$ cat src/rtl/updown_cntr_arbiter.sv
// Round-robin arbiter that lets one of two requesters drive a shared 4-bit
// up/down counter towards a requested target value.
//
// Ports:
//   clk            - clock, all state updates on the rising edge
//   rstn           - synchronous active-low reset
//   req0, req1     - requests, held high until done or err
//   tgt0, tgt1     - target counts, sampled when the grant is given
//   cnt_in         - current value of the shared counter
//   up, down       - counter increment / decrement commands
//   gnt0, gnt1     - requester currently owns the counter
//   done0, done1   - one-cycle pulse, target reached for that requester
//   err            - one-cycle pulse, active grant timed out
//   busy           - controller is not idle
module updown_cntr_arbiter #(
  parameter int unsigned TIMEOUT = 20
) (
  input  logic       clk,
  input  logic       rstn,
  input  logic       req0,
  input  logic [3:0] tgt0,
  input  logic       req1,
  input  logic [3:0] tgt1,
  input  logic [3:0] cnt_in,
  output logic       up,
  output logic       down,
  output logic       gnt0,
  output logic       gnt1,
  output logic       done0,
  output logic       done1,
  output logic       err,
  output logic       busy
);

  localparam int unsigned SW = ($clog2(TIMEOUT + 1) > 5) ? $clog2(TIMEOUT + 1) : 5;
  localparam logic [SW-1:0] STEP_LAST = SW'(TIMEOUT - 1);

  typedef enum logic [1:0] {IDLE, RUN, DONE, ERR} state_t;

  state_t        state, state_nxt;
  logic          owner, owner_nxt;
  logic          last, last_nxt;
  logic [3:0]    tgt_q, tgt_nxt;
  logic [SW-1:0] step_cnt, step_nxt;

  logic winner;
  logic owner_req;
  logic match;

  // A lone request wins outright; on a tie the requester not served last wins.
  always_comb begin
    winner    = (req0 & req1) ? ~last : req1;
    owner_req = owner ? req1 : req0;
    match     = (cnt_in == tgt_q);
  end

  always_ff @(posedge clk) begin
    if (!rstn) begin
      state    <= IDLE;
      owner    <= 1'b0;
      last     <= 1'b1;
      tgt_q    <= '0;
      step_cnt <= '0;
    end else begin
      state    <= state_nxt;
      owner    <= owner_nxt;
      last     <= last_nxt;
      tgt_q    <= tgt_nxt;
      step_cnt <= step_nxt;
    end
  end

  always_comb begin
    state_nxt = state;
    owner_nxt = owner;
    last_nxt  = last;
    tgt_nxt   = tgt_q;
    step_nxt  = step_cnt;
    case (state)
      IDLE: begin
        if (req0 | req1) begin
          state_nxt = RUN;
          owner_nxt = winner;
          tgt_nxt   = winner ? tgt1 : tgt0;
          step_nxt  = '0;
        end
      end
      RUN: begin
        if (step_cnt != '1) step_nxt = step_cnt + 1'b1;
        // Match outranks timeout, timeout outranks withdrawal.
        if (match) begin
          state_nxt = DONE;
        end else if (step_cnt == STEP_LAST) begin
          state_nxt = ERR;
        end else if (!owner_req) begin
          state_nxt = IDLE;
          last_nxt  = owner;
        end
      end
      DONE, ERR: begin
        state_nxt = IDLE;
        last_nxt  = owner;
      end
      default: state_nxt = IDLE;
    endcase
  end

  always_comb begin
    up    = 1'b0;
    down  = 1'b0;
    gnt0  = 1'b0;
    gnt1  = 1'b0;
    done0 = 1'b0;
    done1 = 1'b0;
    err   = 1'b0;
    busy  = (state != IDLE);
    case (state)
      RUN: begin
        gnt0 = ~owner;
        gnt1 = owner;
        up   = (cnt_in < tgt_q);
        down = (cnt_in > tgt_q);
      end
      DONE: begin
        gnt0  = ~owner;
        gnt1  = owner;
        done0 = ~owner;
        done1 = owner;
      end
      ERR:     err = 1'b1;
      default: ;
    endcase
    // Outputs are held quiet while reset is asserted, even before the first edge.
    if (!rstn) begin
      up    = 1'b0;
      down  = 1'b0;
      gnt0  = 1'b0;
      gnt1  = 1'b0;
      done0 = 1'b0;
      done1 = 1'b0;
      err   = 1'b0;
      busy  = 1'b0;
    end
  end

endmodule

$ cat config.mk
export PLATFORM = sky130hd
export DESIGN_NAME = updown_cntr_arbiter
export DESIGN_NICKNAME = d
export VERILOG_FILES = /design/src/rtl/updown_cntr_arbiter.sv
export SDC_FILE = /design/constraint.sdc
export NUM_CORES = 1
export LEC_CHECK = 0
export BUFFER_PORTS_ARGS = -buffer_cell sky130_fd_sc_hd__buf_2
export CORE_MARGIN = 2
export CORE_UTILIZATION = 40
export DETAILED_ROUTE_END_ITERATION = 8
export HOLD_SLACK_MARGIN = 0.08
export SYNTH_ARGS = -nofsm -noshare
export SYNTH_HDL_FRONTEND = slang
export SYNTH_SLANG_ARGS = --single-unit
$ cat constraint.sdc
create_clock -name clk -period 1.72 [get_ports clk]
set_input_delay 0.258 -clock clk [delete_from_list [all_inputs] [get_ports clk]]
set_output_delay 0.258 -clock clk [all_outputs]
set_load 0.02 [all_outputs]
==> results.py <==
metrics = {
    "outcome": {
        "status": "complete, but fails checks",
        "violations": "negative setup slack",
    },
    "setup_path": {
        "slowest_stage": "dfxtp_2",
        "required_ns": 1.46,
        "critPathTopFamily": "flip-flops",
        "worst-path-buf-inv": 3,
        "cp_max_fo": 2,
        "start_kind": "flop",
        "critPathKind": "flop to primary output",
        "arrival_ns": 1.63,
        "endpoint_kind": "primary output",
        "crit_chain": "inv_2, ha_4, nor2b_4, o21a_1, o21ai_2, buf_4, a21oi_2, buf_6",
        "slowest_delay_ns": 0.33,
    },
    "power_and_ir_drop": {
        "powerDensity_nw_per_um2": 755,
        "p_leak_nw": 0.585,
        "peakVddDrop_mv": 0.559,
    },
    "finish": {
        "fin_cells": 169,
        "area_growth_pct": 35.0,
        "drive_gt1_frac": 0.418,
        "final_nets": 168,
        "mostFrequentLayoutCells": "buf_2 (21), buf_4 (11), dfxtp_1 (10)",
        "final_common_cell": "buf_2",
        "n_antenna_cell": 0,
    },
    "sta": {
        "fmax_mhz": 529,
        "fin_crit_ns": 1.89,
        "min_period_over_period": 1.10,
        "layout_setup_ws_ns": -0.169,
        "setup_viol": 2,
        "skew_ns": 0.00465,
        "rsz0062_at_grt": "true",
        "hold_viol_final": 0,
        "maxSlewHeadroom": 0.587,
        "slew_violations": 0,
        "tightestPinTransition_ns": 0.613,
        "holdWs_ns": 0.318,
    },
    "routing": {
        "drt-initial-drc-count": 7,
        "num_vias": 861,
        "via_per_inst": 5.09,
        "drc": 0,
        "totalWireLength_um": 2180,
        "dr.pass1.iters": 4,
        "drtAntennaViolNets": 0,
        "wl_per_cell_um": 12.9,
    },
    "synth": {
        "avgSynthCellArea_sq_um": 8.72,
        "syn_area_sq_um": 925,
        "netlist_instances": 106,
        "ys_ff_latch": 13,
        "synth_cell_type_count": 36,
        "seq_area_frac_synth": 0.281,
        "ys_warn_count": 0,
        "synth_fp_nets": 132,
    },
    "floorplan": {
        "die_x_um": 52.1,
        "chipHeight_um": 52.1,
        "die_area_sq_um": 2710,
        "io_pins": 24,
        "start_util": 0.422,
        "rows": 17,
        "core_sq_um": 2190,
    },
    "clock_tree": {
        "cts-buffers-inserted": 3,
        "cts_root_buffer": "clkbuf_4",
        "clk_pin_slew_ns": 0.09,
        "clk_latency_ns": 0.28,
        "clock-sinks": 13,
        "cts.htree.levels": 1,
        "cts_tree": "built",
        "cts_buffer_depth": 2,
    },
    "global_route": {
        "antenna_found_initial": 0,
        "grt_pass1_vias": 848,
        "grt_overflow": 0,
        "grt_first_pass_wirelength_um": 3710,
        "grt_start_max_net_pins": 21,
        "track_usage": 0.187,
    },
    "run": {
        "cap_violations": 0,
    },
    "place": {
        "dp.cells": 159,
        "place_ws_ns": -0.0432,
        "place_hpwl_um": 1500,
        "io_buffer_count": 23,
        "place_congestion": 0.790,
    },
    "min_path": {
        "hp-class": "input port to flop",
    },
}
==> power breakdown <==
| group | internal (mW) | switching (mW) | leakage (nW) | total, mW |
|---|---|---|---|---|
| registers | 0.333 | 0.0175 | 0.108 | 0.351 |
| logic | 0.194 | 0.196 | 0.462 | 0.390 |
| clock network | 0.0900 | 0.112 | 0.0150 | 0.202 |
| total | 0.617 | 0.325 | 0.585 | 0.942 |
==> cells by family after synthesis <==
kind of cell | synth area share
AOI/OAI and AO/OA | 0.179
xor gates and xnor gates | 0.0189
adders and majority gates | 0.135
buffers and inverters | 0.0447
DFF | 0.281
muxes | 0.0704
and+or+nand+nor | 0.271
==> final timing paths <==
check	slack (ns)	start	cells past startpoint	to
worst max-delay path	-0.17	tgt_q[1]	8	down
worst min register to register	0.52	tgt_q[0]	1	tgt_q[0]
worst min-delay path	0.32	rstn	2	last
worst max register to register	0.11	step_cnt[1]	7	step_cnt[0]
==> area by class of cell <==
| type | instances | area, sq um |
|---|---|---|
| tap | 28 | 35.0 |
| clock buffer | 4 | 26.3 |
| timing repair buffer | 34 | 210 |
| multi-input combinational | 82 | 683 |
| fill | 211 | 942 |
| inverter | 8 | 30.0 |
| sequential | 13 | 264 |
==> cell usage after synthesis <==
| master | number | area (sq um) |
|---|---|---|
| xnor2_1 | 2 | 17.5 |
| ha_1 | 10 | 125 |
| nor2b_1 | 5 | 31.3 |
| nor3_1 | 1 | 5.00 |
| or2b_1 | 1 | 7.51 |
| and3_1 | 4 | 25.0 |
| and3_2 | 2 | 15.0 |
| a211oi_1 | 2 | 15.0 |
| o21a_1 | 2 | 15.0 |
| mux2_4 | 1 | 15.0 |
| o21ai_0 | 4 | 20.0 |
| a21oi_1 | 1 | 5.00 |
| nand4bb_1 | 1 | 11.3 |
| mux2i_1 | 5 | 50.1 |
| dfxtp_1 | 13 | 260 |
| and2_2 | 1 | 7.51 |
| a21boi_2 | 1 | 11.3 |
| clkbuf_1 | 3 | 11.3 |
| o31ai_1 | 1 | 7.51 |
| nand4_1 | 1 | 6.26 |
| nand2_1 | 9 | 33.8 |
| a311o_1 | 1 | 10.0 |
| nand2b_4 | 1 | 13.8 |
| nand2b_1 | 5 | 31.3 |
| a21oi_2 | 1 | 8.76 |
| and4_1 | 1 | 8.76 |
| nor2_1 | 4 | 15.0 |
| nand3_1 | 4 | 20.0 |
| a22oi_1 | 1 | 7.51 |
| and2_1 | 1 | 6.26 |
| inv_1 | 8 | 30.0 |
| a31oi_1 | 1 | 6.26 |
| o211a_1 | 2 | 20.0 |
| a21boi_0 | 4 | 30.0 |
| o311ai_1 | 1 | 8.76 |
| nor3b_2 | 1 | 12.5 |
==> registers in the layout, indices dropped and copies added, names as in the netlist <==
name and cells:
step_cnt 5, tgt_q 4, state 2, last 1
owner 1
==> metrics by stage <==
step	utilization	power (mW)	instance area, sq um	setup TNS [ns]
after floorplan	-	0.569	925	0
after global routing	0.570	1.02	1250	-0.508
after CTS	0.535	0.896	1170	-0.246
after global placement	0.503	0.652	1100	0
final	0.570	0.942	1250	-0.328
after detailed placement	0.503	0.663	1100	-0.0432
==> worst reg2reg max path, delay by kind of cell (launching register included) <==
kind	cells	cell delay (ns)
AOI/OAI and AO/OA	1	0.21
adders and majority gates	2	0.35
muxes	1	0.21
and+or+nand+nor	3	0.40
DFF	1	0.34
==> per-layer routing <==
layer	global-route usage	part of all wire
met1	0.219	0.46
met2	0.329	0.50
met3	0.0603	0.034
met4	0.0395	0.0064
met5	0	0
==> timing repair <==
action                     CTS  global route
setup endpoints to repair    2            11
hold endpoints to repair     0             0
hold buffers                 0             0
pin swaps                    1             3
gates resized for setup      9            14
buffers inserted             2             4
cloned                       0             0
Note: power is estimated with default switching activity, not from simulation.
